<file path="config.mk">
export PLATFORM = sky130hd
export DESIGN_NAME = feed_msg_arbiter
export DESIGN_NICKNAME = d
export VERILOG_FILES = /design/src/rtl/feed_msg_arbiter.sv
export SDC_FILE = /design/constraint.sdc
export NUM_CORES = 1
export LEC_CHECK = 0
export ABC_CLOCK_PERIOD_IN_PS = 5300
export BUFFER_PORTS_ARGS = -buffer_cell sky130_fd_sc_hd__clkbuf_2
export CORE_AREA = 5 5 151 153
export CTS_CLUSTER_DIAMETER = 50
export DETAILED_ROUTE_END_ITERATION = 12
export DIE_AREA = 0 0 156 158
export HOLD_SLACK_MARGIN = 0.03
export SYNTH_ARGS = -nofsm -noshare
export SYNTH_HDL_FRONTEND = slang
export SYNTH_SLANG_ARGS = --single-unit
</file>
<file path="constraint.sdc">
create_clock -name clk -period 5.3 [get_ports clk]
set_input_delay 1.06 -clock clk [delete_from_list [all_inputs] [get_ports clk]]
set_output_delay 1.06 -clock clk [all_outputs]
set_load 0.05 [all_outputs]
</file>
<file path="src/rtl/feed_msg_arbiter.sv">
// Round-robin, message-atomic merge of several feed_decoder Avalon-ST streams onto one bus.
// A beat watchdog truncates runaway messages; orphan non-SOP beats from other feeds are drained.
module feed_msg_arbiter #(
    parameter int unsigned C_NUM_FEEDS       = 4,
    parameter int unsigned C_PKT_BEAT_BYTES  = 8,
    parameter int unsigned C_MSG_MAX_BEATS   = 4,
    parameter int unsigned C_PKT_DATA_WIDTH  = C_PKT_BEAT_BYTES * 8,
    parameter int unsigned C_PKT_EMPTY_WIDTH = $clog2(C_PKT_BEAT_BYTES),
    parameter int unsigned C_ID_WIDTH        = $clog2(C_NUM_FEEDS)
) (
    input  logic                                       clk,
    input  logic                                       reset_n,

    output logic [C_NUM_FEEDS-1:0]                     in_ready,
    input  logic [C_NUM_FEEDS-1:0]                     in_valid,
    input  logic [C_NUM_FEEDS-1:0]                     in_startofpacket,
    input  logic [C_NUM_FEEDS-1:0]                     in_endofpacket,
    input  logic [C_NUM_FEEDS*C_PKT_DATA_WIDTH-1:0]    in_data,
    input  logic [C_NUM_FEEDS*C_PKT_EMPTY_WIDTH-1:0]   in_empty,
    input  logic [C_NUM_FEEDS-1:0]                     in_error,

    input  logic                                       out_ready,
    output logic                                       out_valid,
    output logic                                       out_startofpacket,
    output logic                                       out_endofpacket,
    output logic                                       out_error,
    output logic [C_PKT_DATA_WIDTH-1:0]                out_data,
    output logic [C_PKT_EMPTY_WIDTH-1:0]               out_empty,
    output logic [C_ID_WIDTH-1:0]                      out_feed_id,

    output logic [15:0]                                drop_cnt,
    output logic [15:0]                                trunc_cnt
);

    localparam int unsigned CNT_WIDTH      = $clog2(C_MSG_MAX_BEATS + 1);
    localparam int unsigned DROP_SUM_WIDTH = $clog2(C_NUM_FEEDS + 1);

    typedef enum logic [0:0] {
        StIdle,
        StLocked
    } state_e;

    state_e                  state_q;
    logic [C_ID_WIDTH-1:0]   grant_q;
    logic [C_ID_WIDTH-1:0]   last_grant_q;
    logic [CNT_WIDTH-1:0]    beat_cnt_q;

    logic                         load_en;
    logic [C_NUM_FEEDS-1:0]       eligible;
    logic [C_NUM_FEEDS-1:0]       orphan;
    logic                         pick_found;
    logic [C_ID_WIDTH-1:0]        pick_id;
    logic [C_ID_WIDTH-1:0]        sel_id;
    logic [C_PKT_DATA_WIDTH-1:0]  sel_data;
    logic [C_PKT_EMPTY_WIDTH-1:0] sel_empty;
    logic                         sel_sop;
    logic                         sel_eop;
    logic                         sel_err;
    logic                         accept;
    logic                         sop_restart;
    logic                         trunc;
    logic [CNT_WIDTH-1:0]         acc_idx;
    logic [DROP_SUM_WIDTH-1:0]    drop_beats;
    logic [16:0]                  drop_sum;
    logic [15:0]                  drop_next;

    assign load_en  = !out_valid || out_ready;
    assign eligible = in_valid & in_startofpacket;

    // Round-robin scan starting just after the most recent grant.
    always_comb begin
        int unsigned idx;
        logic [C_ID_WIDTH-1:0] cand;
        pick_found = 1'b0;
        pick_id    = '0;
        idx        = 0;
        cand       = '0;
        for (int unsigned k = 0; k < C_NUM_FEEDS; k++) begin
            idx  = (32'(last_grant_q) + 32'd1 + k) % C_NUM_FEEDS;
            cand = C_ID_WIDTH'(idx);
            if (!pick_found && eligible[cand]) begin
                pick_found = 1'b1;
                pick_id    = cand;
            end
        end
    end

    assign sel_id    = (state_q == StIdle) ? pick_id : grant_q;
    assign sel_data  = in_data[sel_id*C_PKT_DATA_WIDTH +: C_PKT_DATA_WIDTH];
    assign sel_empty = in_empty[sel_id*C_PKT_EMPTY_WIDTH +: C_PKT_EMPTY_WIDTH];
    assign sel_sop   = in_startofpacket[sel_id];
    assign sel_eop   = in_endofpacket[sel_id];
    assign sel_err   = in_error[sel_id];

    assign accept = (state_q == StIdle) ? (pick_found && load_en)
                                        : (load_en && in_valid[grant_q]);

    // A fresh SOP on the locked feed closes the open message and restarts the count.
    assign sop_restart = (state_q == StLocked) && sel_sop;
    assign acc_idx     = ((state_q == StIdle) || sel_sop) ? CNT_WIDTH'(1)
                                                          : beat_cnt_q + CNT_WIDTH'(1);
    assign trunc       = accept && !sel_eop && (acc_idx == CNT_WIDTH'(C_MSG_MAX_BEATS));

    always_comb begin
        orphan = '0;
        for (int unsigned i = 0; i < C_NUM_FEEDS; i++) begin
            orphan[i] = in_valid[i] && !in_startofpacket[i] &&
                        !((state_q == StLocked) && (grant_q == C_ID_WIDTH'(i)));
        end
    end

    always_comb begin
        in_ready = orphan;
        if (state_q == StIdle) begin
            if (pick_found && load_en) begin
                in_ready[pick_id] = 1'b1;
            end
        end else begin
            in_ready[grant_q] = load_en;
        end
    end

    always_comb begin
        drop_beats = '0;
        for (int unsigned i = 0; i < C_NUM_FEEDS; i++) begin
            drop_beats = drop_beats + DROP_SUM_WIDTH'(orphan[i]);
        end
    end

    assign drop_sum  = {1'b0, drop_cnt} + 17'(drop_beats);
    assign drop_next = drop_sum[16] ? 16'hFFFF : drop_sum[15:0];

    always_ff @(posedge clk or negedge reset_n) begin
        if (!reset_n) begin
            state_q           <= StIdle;
            grant_q           <= '0;
            last_grant_q      <= C_ID_WIDTH'(C_NUM_FEEDS - 1);
            beat_cnt_q        <= '0;
            out_valid         <= 1'b0;
            out_startofpacket <= 1'b0;
            out_endofpacket   <= 1'b0;
            out_error         <= 1'b0;
            out_data          <= '0;
            out_empty         <= '0;
            out_feed_id       <= '0;
            drop_cnt          <= '0;
            trunc_cnt         <= '0;
        end else begin
            drop_cnt <= drop_next;
            if (trunc && (trunc_cnt != 16'hFFFF)) begin
                trunc_cnt <= trunc_cnt + 16'd1;
            end

            if (load_en) begin
                out_valid <= accept;
            end

            if (accept) begin
                out_data          <= sel_data;
                out_empty         <= trunc ? '0 : sel_empty;
                out_startofpacket <= sel_sop;
                out_endofpacket   <= sel_eop || trunc;
                out_error         <= sel_err || trunc || sop_restart;
                out_feed_id       <= sel_id;

                grant_q <= sel_id;
                if (state_q == StIdle) begin
                    last_grant_q <= pick_id;
                end
                if (sel_eop || trunc) begin
                    state_q    <= StIdle;
                    beat_cnt_q <= '0;
                end else begin
                    state_q    <= StLocked;
                    beat_cnt_q <= acc_idx;
                end
            end
        end
    end

endmodule

</file>
After elaboration in Yosys (flattened, before gate mapping)
Cells that the tools add are included.
{"block": "totals", "ff_bits": 111, "input_bits": 287, "wordCells": 123}
{"block": "classes", "add_sub_neg": 10, "multipliers": 1, "n_lt_le_gt_ge": 9, "eq_ne": 5, "shift": 2, "mux": 38, "n_bitwise": 3, "n_reduce_logical": 43}
{"cell": "indexed part select 256 x 9 -> 64 bit", "count": 1}
{"cell": "logical AND 1 bit", "count": 23}
{"cell": "< comparator 2 x 3 -> 1 bit (second input constant)", "count": 7}
{"cell": "adder 16 x 3 -> 17 bit", "count": 1}
{"cell": "adder 16 x 1 -> 16 bit (second input constant)", "count": 1}
{"cell": "binary-select mux 1 bit (select 2 bit)", "count": 8}
{"cell": "2-to-1 mux 1 bit", "count": 16}
{"cell": "2-to-1 mux 16 bit", "count": 1}
{"cell": "!= test 16 bit (second input constant)", "count": 1}
{"cell": "logical NOT 1 bit", "count": 13}
{"cell": "indexed part select 12 x 5 -> 3 bit", "count": 1}
{"cell": "2-to-1 mux 2 bit", "count": 5}
{"cell": "2-to-1 mux 3 bit", "count": 3}
{"cell": "2-to-1 mux 4 bit", "count": 2}
{"cell": "logical OR 1 bit", "count": 5}
{"cell": "adder 2 x 1 -> 2 bit (second input constant)", "count": 2}
{"cell": "adder 2 bit (second input constant)", "count": 2}
{"cell": "bitwise AND 4 bit", "count": 1}
{"cell": "bitwise mux 4 bit", "count": 1}
{"cell": "demux 1 bit (select 2 bit)", "count": 2}
{"cell": "equality test 2 bit (second input constant)", "count": 2}
{"cell": "greater-or-equal comparator 2 x 1 -> 1 bit (second input constant)", "count": 2}
{"cell": "multiplier 2 x 2 -> 4 bit (second input constant)", "count": 1}
{"cell": "bitwise OR 4 bit", "count": 1}
{"cell": "other kinds (9)", "count": 9}

Depth between registers and ports, before layout
Gate-level depths: netlist of the first run.
{"block": "depth", "word_depth": 22, "ltp_mapped": 16, "depth_no_buf": 14}

Worst setup path after synthesis of the first run
Ideal clock, no wire load.
{"block": "synth_path", "path_kind": "reg2reg", "startpoint": "register, netlist name out_feed_id[1]", "endpoint": "register drop_cnt[13]", "arrival_ns": 3.917, "setup_slack_ns": 1.300, "stages_incl_launch_ff": 17, "path_buffers": 2, "period_less_slack_ns": 4.000, "cell_sequence": "dfrtp_1 -> clkbuf_1 -> nand2_1 -> nor2_1 -> nor3b_1 -> fa_1 -> inv_1 -> fa_1 -> inv_1 -> fa_1 -> and3_1 -> nand3_1 -> nor3_1 -> nand3_1 -> or2_2 -> clkbuf_1 -> o21ai_0"}
{"item": "end signal: assignment", "line_no": "149", "rtl": "drop_cnt <= drop_next;"}
{"item": "end: declaration", "line_no": "31", "rtl": "output logic [15:0] drop_cnt,"}

Final worst setup path of the first run
{"block": "layout_path", "startpoint": "register state_q", "endpoint": "register drop_cnt[5]"}
{"block": "layout_via", "elab_chain_cells": 8}
{"item": "start: declaration", "line_no": "43", "rtl": "state_e state_q;"}
{"item": "start signal: assignment", "line_no": "135", "rtl": "state_q <= StIdle;"}
{"item": "start signal: assignment", "line_no": "171", "rtl": "state_q <= StIdle;"}
{"item": "start signal: assignment", "line_no": "174", "rtl": "state_q <= StLocked;"}
{"item": "logical AND 1 bit", "line_no": "108", "rtl": "!((state_q == StLocked) && (grant_q == C_ID_WIDTH'(i)));"}
{"item": "logical NOT 1 bit", "line_no": "108"}
{"item": "logical AND 1 bit", "line_no": "107", "rtl": "orphan[i] = in_valid[i] && !in_startofpacket[i] &&"}
{"item": "adder 1 x 1 -> 2 bit", "line_no": "126", "rtl": "drop_beats = drop_beats + DROP_SUM_WIDTH'(orphan[i]);"}
{"item": "adder 2 x 1 -> 3 bit", "line_no": "126"}
{"item": "adder 3 x 1 -> 3 bit (*)", "line_no": "126"}
{"item": "adder 16 x 3 -> 17 bit (*)", "line_no": "130", "rtl": "assign drop_sum = {1'b0, drop_cnt} + 17'(drop_beats);"}
{"item": "2-to-1 mux 16 bit (*)", "line_no": "131", "rtl": "assign drop_next = drop_sum[16] ? 16'hFFFF : drop_sum[15:0];"}
{"item": "named net drop_next[5]", "line_no": "65", "rtl": "logic [15:0] drop_next;"}
Mark *: on every way through the listed nets, which the timed path passes. The rest lies on a longest branch.
A chain may end at the register's enable or synchronous reset.

==> out/metrics.yaml, run 1 <==
setup_path:
  worst_ep_required_time_ns: 5.57
  max_stage_delay_ns: 0.67
  crit_family: "simple AND/OR/NAND/NOR gates"
  crit_top_cell: "fa_1"
  cp_max_fo: 16
  path_class: "register to register"
  worst-path-buf-inv: 2
  slowest_stage: "dfrtp_1"
  cp_data_arrival_time_ns: 4.31
  endpoint_kind: "register"
  cp_cell_sequence: "nand2_1 -> nor2_1 -> nor3b_1 -> fa_1 -> inv_1 -> fa_1 -> inv_1 -> fa_1 -> and3_1 -> nand3_1 -> nor3_1 -> nand3_1 -> or2_2 -> o21ai_0"
  cp-start-kind: "register"
floorplan:
  die_w_um: 156
  die_h_um: 158
  die_area_sq_mm: 0.0246
  initial_utilization: 0.314
  core_area_sq_mm: 0.0214
  rows: 54
  ioPinCount: 396
global_routing:
  grtUsageMet3: 0.0325
  antenna_found_initial: 1
  grt.overflow.total: 0
  grt_use_total: 0.177
  use_met2: 0.293
  grt_max_degree: 66
  globalRouteMet1Util: 0.232
  busiest_layer: "met2"
  grt_pass1_vias: 6448
  grt_pass1_wl_um: 34300
placement:
  place_congestion: 0.875
  placed_cell_area_sq_mm: 0.00896
  hpwl_um: 18200
  portBuffers: 395
logic_synthesis:
  yosysUniqueCellTypes: 51
  avgSynthCellArea_sq_um: 10.5
  async_flop_share: 1.00
  synth_ff_type: "dfrtp_1"
  synth_nets: 936
  syn_inst: 643
  netlist_area_sq_mm: 0.00672
  synth_edf_count: 0
  yosys_warnings: 0
  ys_seq_area_frac: 0.414
  ys_ff_latch: 111
sta:
  post-route-period-util: 0.762
  rsz0062_at_grt: "false"
  worst_pin_slew_ns: 0.848
  finalMaxSlewViolations: 0
  fmax_ghz: 0.247
  setup_viol: 0
  max-slew-margin-rel: 0.435
  hold_viol_final: 0
  layout_min_cycle_time_ns: 4.04
  clock_skew_ns: 0.00723
  fin_setup_tns_ns: 0
pwr:
  leakage_nw: 4.85
  p_sw_w: 0.00304
  power_frac_comb: 0.643
  pwr-share-clk: 0.112
  p_int_w: 0.00280
  power_density_mw_per_mm2: 632
  seqPwrFrac: 0.246
  ir_drop_uv: 233
  p_sw_frac: 0.520
routing:
  ant_nets: 0
  via_per_inst: 4.82
  drcViolationCount: 0
  first_pass_iters: 4
  drt_wl_total_um: 22600
  drt-wirelength-per-cell_um: 17.3
  drt_iter0_drc: 407
  vias: 6289
clock_network:
  clk_pin_slew_ns: 0.07
  post_cts_resized: 0
  cts_tree: "built"
  cts_max_path_buffers: 2
  cts_buffers: 9
  cts-root-buf: "clkbuf_16"
  htree_levels: 3
  worstSkewPairLatency_ns: 0.35
  postCtsSetupBuffers: 0
  holdBufCountCts: 0
  cts_sinks: 111
job:
  maxCapViolations: 0
worst_hold_path:
  hp-class: "register to register"
cells_and_area:
  final_common_cell: "clkbuf_2"
  stdcell_area_sq_mm: 0.00924
  finalNetCount: 1313
  area_delta_synth_final_pct: 37.4
  most-common-layout-cells: "clkbuf_2 (394), nand2_1 (236), dfrtp_1 (109), mux4_2 (71), nor2_1 (22)"
  drive_gt1_frac: 0.500
status:
  status: "completed"
==> path summary, 6_finish.rpt <==
check / from / end / slack [ns] / cells past startpoint
min in group asynchronous: reset_n / out_data[43] / 0.80 / 1
hold / removal: out_data[47] / out_data[47] / 0.47 / 2
setup reg to reg: state_q / drop_cnt[5] / 1.26 / 14
hold reg to reg: out_data[47] / out_data[47] / 0.47 / 2
max in group asynchronous: reset_n / out_data[6] / 3.39 / 2
setup / recovery: state_q / drop_cnt[5] / 1.26 / 14
==> worst reg2reg max path, delay by kind of cell (launching register included) <==
family          cells  cell delay, ns
fa+ha+maj           3            1.11
compound gates      1            0.11
simple gates        8            1.95
flops               1            0.67
buf+inv             2            0.13
==> synthesized netlist by cell type (5+ instances only) <==
cell      count  area share
nand4_1       6      0.0056
a31oi_1       5      0.0047
and2_1        6      0.0056
inv_1        11      0.0061
nand3_1      20       0.015
nor2b_1       6      0.0056
xor2_1       11       0.014
nor2_1       23       0.013
a21oi_1      10      0.0074
nor3_1        5      0.0037
mux4_2       71        0.24
nand2b_1      7      0.0065
nand2_1     236        0.13
and3_1        7      0.0065
xnor2_1      12       0.016
dfrtp_1     109        0.41
o21ai_0      10      0.0074
clkbuf_1     19       0.011
buf_2        15       0.011
==> kinds of logic after synthesis <==
group | after synthesis | synth area share
xor+xnor | 23 | 0.0300
buf+inv | 49 | 0.0335
compound gates | 49 | 0.0545
mux | 74 | 0.243
fa+ha+maj | 6 | 0.0145
simple gates | 331 | 0.211
flops | 111 | 0.414
==> flip-flops by register name (all words and copies together), names as in the netlist <==
signal and flops:
beat_cnt_q 3, drop_cnt 16, last_grant_q 2, out_data 64, out_empty 3, out_endofpacket 1, out_error 1, out_feed_id 2
out_startofpacket 1, out_valid 1, state_q 1, trunc_cnt 16
==> metrics by stage <==
step	hold WS [ns]	cells	power, W	worst slack [ns]	utilization
after floorplan	0.453	643	0.00435	1.30	-
after global placement	0.452	1289	0.00525	1.19	0.418
after detailed placement	0.460	1289	0.00526	1.07	0.418
after CTS	0.480	1305	0.00594	1.26	0.431
after global routing	0.499	1306	0.00626	0.933	0.431
final	0.474	1306	0.00584	1.26	0.431
==> routing by layer <==
layer	wire length, um	vias up
met4	492	0
met5	0	-
met2	11200	253
li1	-	3022
met3	1590	25
met1	9360	2989
==> power by group through the flow <==
| stage | sequential (W) | clock [W] | combinational, W |
|---|---|---|---|
| global placement | 0.00144 | 0 | 0.00380 |
| detailed placement | 0.00144 | 0 | 0.00382 |
| global route | 0.00148 | 0.000710 | 0.00407 |
| floorplan | 0.00244 | 0 | 0.00191 |
| CTS | 0.00144 | 0.000680 | 0.00382 |
| finish | 0.00143 | 0.000651 | 0.00375 |
==> cell type report <==
type / instances / area [sq um]
Tap cell: 280 / 350
Multi-Input combinational cell: 483 / 3740
Timing Repair Buffer: 404 / 2050
Clock buffer: 12 / 246
Clock inverter: 4 / 31.3
Antenna cell: 1 / 2.50
Fill cell: 2115 / 12200
Inverter: 11 / 41.3
Sequential cell: 111 / 2780
Power figures use the tool's default switching activity.
==> inputs of run 2 (changes only) <==
==> config.mk (replaced) <==
export PLATFORM = sky130hd
export DESIGN_NAME = feed_msg_arbiter
export DESIGN_NICKNAME = d
export VERILOG_FILES = /design/src/rtl/feed_msg_arbiter.sv
export SDC_FILE = /design/constraint.sdc
export NUM_CORES = 1
export LEC_CHECK = 0
export ABC_AREA = 1
export ABC_CLOCK_PERIOD_IN_PS = 3600
export BUFFER_PORTS_ARGS = -buffer_cell sky130_fd_sc_hd__clkbuf_2
export CORE_AREA = 5 5 150 152
export CTS_CLUSTER_DIAMETER = 50
export DETAILED_ROUTE_END_ITERATION = 12
export DIE_AREA = 0 0 155 157
export HOLD_SLACK_MARGIN = 0.03
export PLACE_DENSITY = 0.69
export SYNTH_ARGS = -nofsm -noshare
export SYNTH_HDL_FRONTEND = slang
export SYNTH_SLANG_ARGS = --single-unit
==> constraint.sdc (replaced) <==
create_clock -name clk -period 3.6 [get_ports clk]
set_input_delay 0.72 -clock clk [delete_from_list [all_inputs] [get_ports clk]]
set_output_delay 0.72 -clock clk [all_outputs]
set_load 0.05 [all_outputs]
==> out/metrics.yaml, run 2 <==
status:
  status: "completed"
sta:
  hold_viol_final: 0  # unchanged
  clock_skew_ns: 0.00850  # +0.00127 ns
  post-route-period-util: 0.929  # +0.167
  max-slew-margin-rel: 0.530  # +0.0952
  finalMaxSlewViolations: 0  # unchanged
  layout_min_cycle_time_ns: 3.34  # -0.696 ns
  fmax_ghz: 0.299  # +21%
  worst_pin_slew_ns: 0.705  # -0.143 ns
  setup_viol: 0  # unchanged
  timing.hold.ws_ns: 0.336  # -0.138 ns
logic_synthesis:
  ys_seq_area_frac: 0.371  # -0.0422
  yosysMostFrequentCell: "nor2_1"
  syn_inst: 1024  # +59%
  avgSynthCellArea_sq_um: 7.31  # -30%
  synth_ff_type: "dfrtp_1"
  ys_ff_latch: 111  # unchanged
  netlist_area_sq_mm: 0.00749  # +11%
  synthTopCellsByArea: "dfrtp_1 (36%), nor2_1 (11%), nand2_1 (7.5%)"
  yosysTopAreaCell: "dfrtp_1"
  synth_edf_count: 0  # unchanged
  yosysTopAreaCellShare: 0.364  # -0.0414
  yosys_warnings: 0  # unchanged
  async_flop_share: 1.00  # unchanged
  synthTopCellsByCount: "nor2_1 (222), nand2_1 (149), dfrtp_1 (109)"
  yosysUniqueCellTypes: 50  # -2.0%
  synth_nets: 1317  # +41%
clock_network:
  cts_buffers: 9  # unchanged
  clk_pin_slew_ns: 0.08  # about the same
  cts_max_path_buffers: 2  # unchanged
  htree_levels: 3  # unchanged
  worstSkewPairLatency_ns: 0.35  # about the same
  holdBufCountCts: 0  # unchanged
  cts-root-buf: "clkbuf_16"
  cts_sinks: 111  # unchanged
  cts_tree: "built"
setup_path:
  max_stage_delay_ns: 0.50  # -0.17 ns
  cp_max_fo: 4  # -12
  endpoint_kind: "register"
  r2r_slack_ns: 0.26  # -1.00 ns
  worst_ep_required_time_ns: 3.84  # -1.73 ns
  worst-path-buf-inv: 7  # +5
  cp-start-kind: "register"
  crit_family: "simple AND/OR/NAND/NOR gates"
  slowest_stage: "fa_1"
  cp_data_arrival_time_ns: 3.58  # -0.73 ns
  crit_top_cell: "inv_2"
  cp.depth: 22  # +8
  path_class: "register to register"
  r2r_cells: 22  # +8
  cp_cell_sequence: "inv_2 -> nor2_2 -> nand2_1 -> nand2_1 -> inv_1 -> fa_1 -> inv_1 -> fa_2 -> inv_2 -> nand3_1 -> nand2_2 -> nand3_2 -> nor3_2 -> inv_1 -> nor2_2 -> inv_2 -> nor2_4 -> inv_2 -> nor2_4 -> nand2_2 -> a32o_1 -> o21bai_1"
cells_and_area:
  final_cells: 1678  # +28%
  largest_reg_flops: 64  # unchanged
  largestRegisters: "out_data: 64 flops, drop_cnt: 16 flops, trunc_cnt: 16 flops"
  final_common_cell: "clkbuf_2"
  largest_register: "out_data"
  area_delta_synth_final_pct: 35.0
  most-common-layout-cells: "clkbuf_2 (394), nor2_1 (215), nand2_1 (146), dfrtp_1 (107), o21ai_0 (76)"
  finalNetCount: 1687  # +28%
  drive_gt1_frac: 0.357  # -0.142
routing:
  first_pass_iters: 7  # +3
  via_per_inst: 5.10  # +5.8%
  drt_iter0_drc: 678  # +67%
  drt_wl_total_um: 29200  # +29%
  ant_nets: 0  # unchanged
  drcViolationCount: 0  # unchanged
  drt-wirelength-per-cell_um: 17.4  # +0.51%
  vias: 8551  # +36%
job:
  maxCapViolations: 0  # unchanged
pwr:
  leakage_nw: 5.07  # +4.6%
  ir_drop_uv: 767  # +230%
  total_power_w: 0.0117  # +100%
  power_density_mw_per_mm2: 1160  # +83%
global_routing:
  grt_max_degree: 71  # +7.6%
  grt_pass1_wl_um: 44100  # +28%
  antenna_found_initial: 2  # +1
  grt_pass1_vias: 8092  # +25%
  grt_use_total: 0.225  # +0.0478
  grt.overflow.total: 0  # unchanged
floorplan:
  ioPinCount: 396  # unchanged
  rows: 53  # -1.9%
  die_w_um: 155  # -0.64%
  die_h_um: 157  # -0.63%
  die_area_sq_mm: 0.0243  # -1.3%
  core_area_sq_mm: 0.0209  # -2.5%
  initial_utilization: 0.358  # +0.0445
placement:
  hpwl_um: 23100  # +27%
  place_congestion: 0.975  # +11%
  portBuffers: 395  # unchanged
  placed_cells: 1654  # +28%
worst_hold_path:
  hp-class: "input pin to asynchronous set/reset pin"
==> run 2: changes by cell type after synthesis, moves of 9 or more <==
cell and change:
or2_1 +31, o21ai_0 +66, inv_1 +40, buf_2 +17, nand2_1 -87, mux4_2 -71
a31oi_1 +52, nand3_1 +37, or2_0 +23, nor3_1 +9, o211ai_1 +57, nor2_1 +199
==> run 2: layout make-up <==
cell class	instances	area (sq um)
multi-input cells	791	4220
repair buffers	423	2240
flip-flops and latches	111	2780
diodes	4	10.0
fillers	2144	10800
inverters	58	228
well taps	275	344
clock inverters	7	56.3
clock buffers	9	225
==> run 2: final timing paths <==
path	from	to
setup / recovery	out_feed_id[1]	drop_cnt[13]
hold / removal	reset_n	out_empty[1]
setup reg to reg	out_feed_id[1]	drop_cnt[13]
hold reg to reg	beat_cnt_q[1]	beat_cnt_q[1]
max in group asynchronous	reset_n	out_data[47]
min in group clk	beat_cnt_q[1]	beat_cnt_q[1]
==> run 2: worst reg2reg max path, delay by kind of cell, from the launching register on <==
family	cells	cell delay [ns]
compound gates	2	0.34
fa+ha+maj	2	0.88
buf+inv	7	0.45
flops	1	0.41
simple gates	11	1.15
==> run 2: where the power goes <==
group | internal, W | switching [W] | leakage [nW] | total [W]
registers | 0.00181 | 0.000344 | 1.34 | 0.00215
clock network | 0.000479 | 0.000489 | 0.142 | 0.000968
logic | 0.00247 | 0.00612 | 3.59 | 0.00859
==> run 2: logic make-up (layout without fill, tap and decap cells) <==
kind of cell,after synthesis,in the layout,synth area share
flops,111,111,0.371
simple gates,542,542,0.332
compound gates,225,225,0.189
xor+xnor,18,18,0.0211
buf+inv,122,497,0.0734
other cells,0,4,0
fa+ha+maj,6,6,0.0130
==> run 2: repair_timing <==
item / 4_1_cts / 5_1_grt
cloned: 0 / 0
setup endpoints to repair: 1 / 5
resized for setup: 1 / 20
setup buffers: 0 / 4
pin swaps: 0 / 7
==> run 2: metrics by stage <==
step / area, sq um / setup TNS, ns / util / worst slack (ns)
6_report: 10100 / 0 / 0.484 / 0.256
5_1_grt: 10100 / -0.0370 / 0.484 / -0.0370
4_1_cts: 10000 / 0 / 0.479 / 0.0458
3_5_place_dp: 9730 / -0.673 / 0.466 / -0.204
3_3_place_gp: 9730 / -0.162 / 0.466 / -0.0951
2_1_floorplan: 7490 / 0 / - / 0.0555
==> run 2: routing by layer <==
layer | wire (um) | vias to the layer above | GRT usage
li1 | - | 4200 | -
met1 | 11600 | 3938 | 0.288
met2 | 14400 | 367 | 0.378
met3 | 2220 | 46 | 0.0393
met4 | 978 | 0 | 0.0908
met5 | 0 | - | 0
